==> config.mk <==
export PLATFORM = sky130hd
export DESIGN_NAME = barrel_shifter_pipe_flat
export DESIGN_NICKNAME = d
export VERILOG_FILES = /design/src/rtl/barrel_shifter_pipe_if.sv /design/src/rtl/barrel_shifter_pipe.sv /design/src/flat_wrapper.sv
export SDC_FILE = /design/constraint.sdc
export NUM_CORES = 1
export LEC_CHECK = 0
export ABC_AREA = 1
export BUFFER_PORTS_ARGS = -buffer_cell sky130_fd_sc_hd__buf_2
export CAP_MARGIN = 0
export CORE_MARGIN = 1.5
export CORE_UTILIZATION = 35
export CTS_BUF_LIST = sky130_fd_sc_hd__clkbuf_4 sky130_fd_sc_hd__clkbuf_8
export DETAILED_ROUTE_END_ITERATION = 6
export HOLD_SLACK_MARGIN = 0.15
export SYNTH_ARGS = -nofsm -noshare
export SYNTH_HDL_FRONTEND = slang
export SYNTH_SLANG_ARGS = --single-unit
==> constraint.sdc <==
create_clock -name clk -period 2.4 [get_ports clk]
set_clock_uncertainty 0.15 [all_clocks]
set_input_delay 0.12 -clock clk [delete_from_list [all_inputs] [get_ports clk]]
set_output_delay 0.12 -clock clk [all_outputs]
set_load 0.01 [all_outputs]
==> src/rtl/barrel_shifter_pipe_if.sv <==
// Request/result handshake bundle for barrel_shifter_pipe.
// in_*: operand, amount, direction and op with valid/ready; out_*: result with valid/ready plus zero/err flags.
// master = surrounding environment (drives requests, accepts results); slave = the shifter.
interface barrel_shifter_pipe_if #(
  parameter int WIDTH = 32
);
  localparam int AW = $clog2(WIDTH);

  logic             in_valid;
  logic             in_ready;
  logic [WIDTH-1:0] in_data;
  logic [AW-1:0]    in_amt;
  logic             in_dir;    // 1 = left, 0 = right
  logic [1:0]       in_op;     // 00 rotate, 01 logical, 10 arithmetic, 11 reserved

  logic             out_valid;
  logic             out_ready;
  logic [WIDTH-1:0] out_data;
  logic             out_zero;
  logic             out_err;

  modport master (
    output in_valid, in_data, in_amt, in_dir, in_op, out_ready,
    input  in_ready, out_valid, out_data, out_zero, out_err
  );

  modport slave (
    input  in_valid, in_data, in_amt, in_dir, in_op, out_ready,
    output in_ready, out_valid, out_data, out_zero, out_err
  );
endinterface

==> src/rtl/barrel_shifter_pipe.sv <==
// Pipelined rotate / logical / arithmetic barrel shifter, one register stage per amount bit.
// Latency AW = log2(WIDTH) cycles, one operation per clock; all stages stall together when the result is held.
// Ports: clk, reset (sync, active-high), bus (slave modport: in_* request, out_* result, out_zero, out_err).
module barrel_shifter_pipe #(
  parameter int WIDTH = 32
) (
  input logic                  clk,
  input logic                  reset,
  barrel_shifter_pipe_if.slave bus
);
  localparam int AW = $clog2(WIDTH);

  logic en;

  // Stage boundary signals: index 0 is the input port, index k+1 is the output of stage k.
  logic             s_vld [AW+1];
  logic [WIDTH-1:0] s_dat [AW+1];
  logic             s_err [AW+1];
  // Control only needed by later stages; the last stage does not register it.
  logic [AW-1:0]    s_amt [AW];   // remaining amount, bit 0 is the one stage k consumes
  logic             s_dir [AW];
  logic             s_sgn [AW];   // original operand MSB, fill for arithmetic right
  logic [1:0]       s_op  [AW];

  // Global enable: everything advances unless a result is being held.
  assign en           = !s_vld[AW] || bus.out_ready;
  assign bus.in_ready = en;

  assign s_vld[0] = bus.in_valid;
  assign s_dat[0] = bus.in_data;
  assign s_err[0] = (bus.in_op == 2'b11);
  assign s_amt[0] = bus.in_amt;
  assign s_dir[0] = bus.in_dir;
  assign s_sgn[0] = bus.in_data[WIDTH-1];
  assign s_op[0]  = bus.in_op;

  for (genvar k = 0; k < AW; k++) begin : g_stage
    localparam int N = 1 << k;

    logic             vld_q;
    logic             err_q;
    logic [WIDTH-1:0] dat_q;
    logic [WIDTH-1:0] dat_d;

    always_comb begin
      dat_d = s_dat[k];
      if (s_amt[k][0]) begin
        unique case (s_op[k])
          2'b00:   dat_d = s_dir[k] ? {s_dat[k][WIDTH-1-N:0], s_dat[k][WIDTH-1:WIDTH-N]}
                                    : {s_dat[k][N-1:0], s_dat[k][WIDTH-1:N]};
          2'b01:   dat_d = s_dir[k] ? {s_dat[k][WIDTH-1-N:0], {N{1'b0}}}
                                    : {{N{1'b0}}, s_dat[k][WIDTH-1:N]};
          2'b10:   dat_d = s_dir[k] ? {s_dat[k][WIDTH-1-N:0], {N{1'b0}}}
                                    : {{N{s_sgn[k]}}, s_dat[k][WIDTH-1:N]};
          default: dat_d = s_dat[k];  // reserved op passes data through
        endcase
      end
    end

    always_ff @(posedge clk) begin
      if (reset) begin
        vld_q <= 1'b0;
        err_q <= 1'b0;
        dat_q <= '0;
      end else if (en) begin
        vld_q <= s_vld[k];
        err_q <= s_err[k];
        dat_q <= dat_d;
      end
    end

    assign s_vld[k+1] = vld_q;
    assign s_err[k+1] = err_q;
    assign s_dat[k+1] = dat_q;

    if (k < AW-1) begin : g_ctl
      logic [AW-1:0] amt_q;
      logic          dir_q;
      logic          sgn_q;
      logic [1:0]    op_q;

      always_ff @(posedge clk) begin
        if (reset) begin
          amt_q <= '0;
          dir_q <= 1'b0;
          sgn_q <= 1'b0;
          op_q  <= 2'b00;
        end else if (en) begin
          amt_q <= s_amt[k] >> 1;  // next stage sees its own bit at position 0
          dir_q <= s_dir[k];
          sgn_q <= s_sgn[k];
          op_q  <= s_op[k];
        end
      end

      assign s_amt[k+1] = amt_q;
      assign s_dir[k+1] = dir_q;
      assign s_sgn[k+1] = sgn_q;
      assign s_op[k+1]  = op_q;
    end
  end

  // The last stage only consumes bit 0 of its remaining amount.
  logic unused_amt_hi;
  assign unused_amt_hi = ^s_amt[AW-1][AW-1:1];

  assign bus.out_valid = s_vld[AW];
  assign bus.out_data  = s_dat[AW];
  assign bus.out_err   = s_err[AW];
  // Qualified by valid so an empty (reset) pipeline does not report a zero result.
  assign bus.out_zero  = s_vld[AW] && (s_dat[AW] == '0);
endmodule

==> src/flat_wrapper.sv <==
// flat-port wrapper written by rule: the top's interface ports become plain ports
module barrel_shifter_pipe_flat 
#(
  parameter int WIDTH = 32
)
  (clk, reset, bus_in_valid, bus_in_data, bus_in_amt, bus_in_dir, bus_in_op, bus_out_ready, bus_in_ready, bus_out_valid, bus_out_data, bus_out_zero, bus_out_err);
  barrel_shifter_pipe_if #(.WIDTH(WIDTH)) bus_i ();
  input logic clk;
  input logic reset;
  input wire logic [$bits(bus_i.in_valid)-1:0] bus_in_valid;
  input wire logic [$bits(bus_i.in_data)-1:0] bus_in_data;
  input wire logic [$bits(bus_i.in_amt)-1:0] bus_in_amt;
  input wire logic [$bits(bus_i.in_dir)-1:0] bus_in_dir;
  input wire logic [$bits(bus_i.in_op)-1:0] bus_in_op;
  input wire logic [$bits(bus_i.out_ready)-1:0] bus_out_ready;
  output wire logic [$bits(bus_i.in_ready)-1:0] bus_in_ready;
  output wire logic [$bits(bus_i.out_valid)-1:0] bus_out_valid;
  output wire logic [$bits(bus_i.out_data)-1:0] bus_out_data;
  output wire logic [$bits(bus_i.out_zero)-1:0] bus_out_zero;
  output wire logic [$bits(bus_i.out_err)-1:0] bus_out_err;
  assign bus_i.in_valid = bus_in_valid;
  assign bus_i.in_data = bus_in_data;
  assign bus_i.in_amt = bus_in_amt;
  assign bus_i.in_dir = bus_in_dir;
  assign bus_i.in_op = bus_in_op;
  assign bus_i.out_ready = bus_out_ready;
  assign bus_in_ready = bus_i.in_ready;
  assign bus_out_valid = bus_i.out_valid;
  assign bus_out_data = bus_i.out_data;
  assign bus_out_zero = bus_i.out_zero;
  assign bus_out_err = bus_i.out_err;
  barrel_shifter_pipe #(.WIDTH(WIDTH)) u_core (.clk(clk), .reset(reset), .bus(bus_i));
endmodule
### Yosys cells after proc, flatten, opt, wreduce, memory -nomap -nowiden

Cells that the tools add are included.

* add/subtract/negate cells: 0
* multipliers: 0
* divide/modulo/power cells: 0
* order comparisons: 0
* eq/ne operators: 11
* shift operators: 0
* multiplexer cells: 24
* bitwise operators: 0
* reductions and logical operators: 9

Operators with widths (count)
* two-way mux 32 bit: 19
* case mux 32 bit (3 select lines): 5
* zero test 32 bit: 1
* == test 2 bit, second input constant: 6
* == test 2 x 1 -> 1 bit, second input constant: 5
* zero test 2 bit: 5
* logical AND 1 bit: 1
* zero test 1 bit: 1
* logical OR 1 bit: 1

* register bits after elaboration: 196
* bits in latches: 0
* memory bits (writable): 0
* memory bits (read-only): 0
* input port bits: 44
* word-level logic and storage cells: 75
* memories kept: 0

### Depth between registers and ports, before layout

* depth after elaboration: 3
* mapped depth: 8
* depth with buffers taken out: 7

### Worst setup path before layout

OpenSTA, ideal clock, no wires.

* kind: reg2reg
* start: register u_core.g_stage[4].vld_q (netlist: u_core.bus.out_valid)
* end: register u_core.g_stage[1].dat_q[17]
* library setup time: 132 ps
* arrival time: 1108 ps
* slack: 1010 ps
* cell stages (with the launch flop): 8
* buffers on the path: 2
* cells stage by stage: dfxtp_1 > inv_2 > nor2_2 > inv_2 > buf_2 > buf_1 > o21ai_0 > a21oi_1

* word-level cells in the longest chain between the ends: 2

RTL lines
* start: declaration: RTL line barrel_shifter_pipe.sv:40 `logic vld_q;`
* start signal: assignment: RTL line barrel_shifter_pipe.sv:66 `vld_q <= s_vld[k];`
* zero test 1 bit: RTL line barrel_shifter_pipe.sv:26 `assign en = !s_vld[AW] || bus.out_ready;`
* logical OR 1 bit: RTL line barrel_shifter_pipe.sv:26
* end signal: assignment: RTL line barrel_shifter_pipe.sv:68 `dat_q <= dat_d;`
* end: declaration: RTL line barrel_shifter_pipe.sv:42 `logic [WIDTH-1:0] dat_q;`

Every way passes these cells.
A chain may end at the register's enable or synchronous reset.

### Worst setup path after layout

* start: input bus_in_op[1]
* end: register u_core.g_stage[0].dat_q[31]

* word-level cells in the longest chain between the ends: 3
* elaborated cells on any way between the ends: 5
* classes of those cells: eq/ne (2); mux (2); reduce/logical (1)

RTL lines
* start: declaration: RTL line flat_wrapper.sv:14 `input wire logic [$bits(bus_i.in_op)-1:0] bus_in_op;`
* == test 2 bit (tied with other cells): RTL line barrel_shifter_pipe.sv:48 `unique case (s_op[k])`
* case mux 32 bit (3 select lines) *: RTL line barrel_shifter_pipe.sv:48
* two-way mux 32 bit *: RTL line barrel_shifter_pipe.sv:47 `if (s_amt[k][0]) begin`
* end signal: assignment: RTL line barrel_shifter_pipe.sv:68
* end: declaration: RTL line barrel_shifter_pipe.sv:42

Mark *: on every way between the ends. The rest lies on a longest branch, timed or not.

==> results.toml <==
[critical_path]
worstPathArrival_ns = 2.33
cp-end-kind = "flip-flop"
critPathBufInv = 5
r2r_cells = 6
setup.worst_path.class = "in2reg"
cpMostUsedCell = "dlygate4sd3_1"
r2r_start = "u_core.bus.out_valid"
path_cells = "dlygate4sd3_1 -> buf_2 -> nor2_1 -> inv_1 -> nand3_1 -> nand2_1 -> nand2_1 -> dlygate4sd3_1 -> a21oi_1 -> dlygate4sd3_1"
cp_slowest_cell = "dlygate4sd3_1"
slowest_delay_ns = 0.55
crit_fanout = 4
r2r_slack_ns = 0.44
critPathRequiredTime_ns = 2.62
cpLargestDelayFamily = "buffers and inverters"
timing.rr.end = "u_core.g_stage[0].g_ctl.op_q[1]"
crit_path_start_kind = "primary input"

[drt]
vias_per_cell = 5.01
wl_met1_um = 14000
drtIter0Drc = 799
remaining_drc_errors = 0
drt_pass1_iterations = 5
wl_met3_um = 940
top_layer = "met4"
wire_per_inst_um = 13.8
dr_wl_met2_um = 13300
via_count = 10400
ant_nets = 0
routed_wl_um = 28700

[yosys]
synthAdderAreaFrac_pct = 0
ys_ff_latch = 196
synth_top_family_by_area = "compound AO/OA/AOI/OAI gates"
synth_top_area_cell = "dfxtp_1"
ys_seq_area_share_pct = 37.6
yosys-top-cells-area = "dfxtp_1 38%, o21ai_0 19%, nand2_1 11%"
synth-compound-area-share_pct = 31.6
yosys.area_share.simple_pct = 19.8
avgSynthCellArea_um2 = 6.50
synth.distinct_cells = 31
synth-xor-area-share_pct = 0
synth_fp_nets = 1651
yosysTopAreaCellShare_pct = 37.6
syn_inst = 1607
synthMuxAreaShare_pct = 0
ys_warn_count = 0
synthesis.area_mm2 = 0.0104

[die]
die_area_mm2 = 0.0309
initial_core_util_pct = 35.4
core.rowCount = 63
ios = 80
dieHeight_um = 176
core_region_area_mm2 = 0.0295
die_x_um = 176

[timing]
finalWorstSetupSlack_ns = 0.296
maxSlewViolCount = 0
timing.final.crit_period_ns = 2.10
maxSlewHeadroom_pct = 62.2
finalSetupTns_ns = 0
setup_viol = 0
max_freq_mhz = 475
hold_viol_final = 0
finalCritPeriodShare_pct = 87.7
tightest_slew_ns = 0.567
rsz0062_at_grt = "false"

[cells_and_area]
final_common_cell = "o21ai_0"
layout_common_cells = "406 x o21ai_0, 319 x nand2_1, 212 x a21oi_1"
multi_input_area_mm2 = 0.00538
fillCellCount = 3204
drive_gt1_share_pct = 10.9
area_growth_pct = 16.8
antenna_cells = 0
regArea_mm2 = 0.00392
design.final.nets = 1721

[global_route]
grt_first_pass_wirelength_um = 47100
grt_use_total_pct = 18.8
antenna_found_initial = 0
grt_max_degree = 93
grt_pass1_vias = 9176
overflow = 0

[hold_path]
hold_depth = 5
min_from = "bus_in_dir"
hold_class = "in2reg"
min_to = "u_core.g_stage[0].dat_q[0]"

[clock_tree]
cts_max_path_buffers = 2
cts_tree = "yes"
root_buffer = "clkbuf_8"
clkLatencyLatePin_ns = 0.48
cts_sinks = 196
numCtsBuffers = 17
clkTransAtPathRegs_ns = 0.10
htreeDepth = 4
cts_resized = 0

[placed_design]
port_buffers = 79
pre_cts_ws_ns = 0.620
place_hpwl_um = 19600
place_congestion = 0.897

[pwr]
p_leak_nw = 5.23
power.density_mw_per_mm2 = 578
ir_worst_vdd_uv = 308

[status]
status = "complete, no violations"

[flow_run]
max_cap_viol_count = 0
-- where the power goes --
group / switching, mW / internal (mW) / total [mW]
logic: 0.706 / 0.495 / 1.20
registers: 0.228 / 3.49 / 3.72
clock network: 1.32 / 0.816 / 2.13
total: 2.25 / 4.80 / 7.05
-- worst max-delay path by stage --
stage | start | endpoint | cells past startpoint
3_3_place_gp | u_core.g_stage[3].g_ctl.op_q[1] | u_core.bus.out_data[17] | 6
3_5_place_dp | u_core.g_stage[3].g_ctl.op_q[1] | u_core.bus.out_data[18] | 6
6_report | bus_in_op[1] | u_core.g_stage[0].dat_q[31] | 10
5_1_grt | bus_in_op[1] | u_core.g_stage[0].dat_q[31] | 10
4_1_cts | u_core.bus.out_valid | bus_in_ready | 5
2_1_floorplan | u_core.bus.out_valid | u_core.g_stage[1].dat_q[17] | 7
-- stage by stage --
stage / power [mW] / util, % / hold slack (ns) / cell area (µm²) / instances
5_1_grt: 7.44 / 41.4 / 0.243 / 12200 / 2080
4_1_cts: 7.11 / 41.4 / 0.151 / 12200 / 2080
2_1_floorplan: 4.50 / - / 0.0424 / 10400 / 1607
3_3_place_gp: 4.86 / 37.5 / 0.179 / 11100 / 1975
6_report: 7.05 / 41.4 / 0.186 / 12200 / 2080
3_5_place_dp: 4.87 / 37.5 / 0.186 / 11100 / 1975
-- synthesized netlist by cell type (all sizes together) --
cell and number:
a21oi 223, nor3 3, o21ai 423, or2 7
nand3 53, buf 49, nand2 330, clkbuf 77
inv 151, nand4 15, dfxtp 196, nor2 76
nor4 2, a41oi 2
-- kinds of logic (layout without fill, tap and decap cells) --
kind of cell,Yosys count,after routing
compound gates,648,648
buf+inv,277,360
flops,196,196
simple gates,486,486
-- metal layers --
metal | GRT usage, % | vias up
li1 | - | 5472
met4 | 5.13 | 0
met1 | 25.8 | 4715
met2 | 30.9 | 212
met5 | 0 | -
met3 | 2.42 | 26
-- area by class of cell --
class / count / area share [%]
clock buffer: 19 / 2.09
inverter: 151 / 4.71
timing repair buffer: 177 / 11.8
multi-input combinational: 1134 / 44.1
clock inverter: 13 / 1.11
tap: 390 / 4.00
sequential: 196 / 32.2
-- worst reg2reg max path: stages (launching register included) --
cell           delay [ns]
dfxtp_1              0.37
inv_2                0.06
nor2_4               0.15
buf_12               0.35
o21ai_0              0.15
dlygate4sd3_1        0.57
a21oi_1              0.10
-- what timing repair did --
| item | CTS | global route |
|---|---|---|
| endpoints found under the hold margin | 109 | 0 |
| buffers inserted | 0 | 0 |
| setup endpoints to repair | 0 | 0 |
| hold buffers | 73 | 0 |
-- registers in the layout, summed over array words and instances, names as in the netlist --
register,count
u_core.bus.out_err,1
u_core.g_stage.g_ctl.dir_q,4
u_core.g_stage.g_ctl.amt_q,10
u_core.g_stage.g_ctl.op_q,8
u_core.g_stage.vld_q,4
u_core.g_stage.err_q,4
u_core.g_stage.dat_q,128
u_core.bus.out_data,32
u_core.bus.out_valid,1
u_core.g_stage.g_ctl.sgn_q,4
Note: power is estimated with default switching activity, not from simulation.
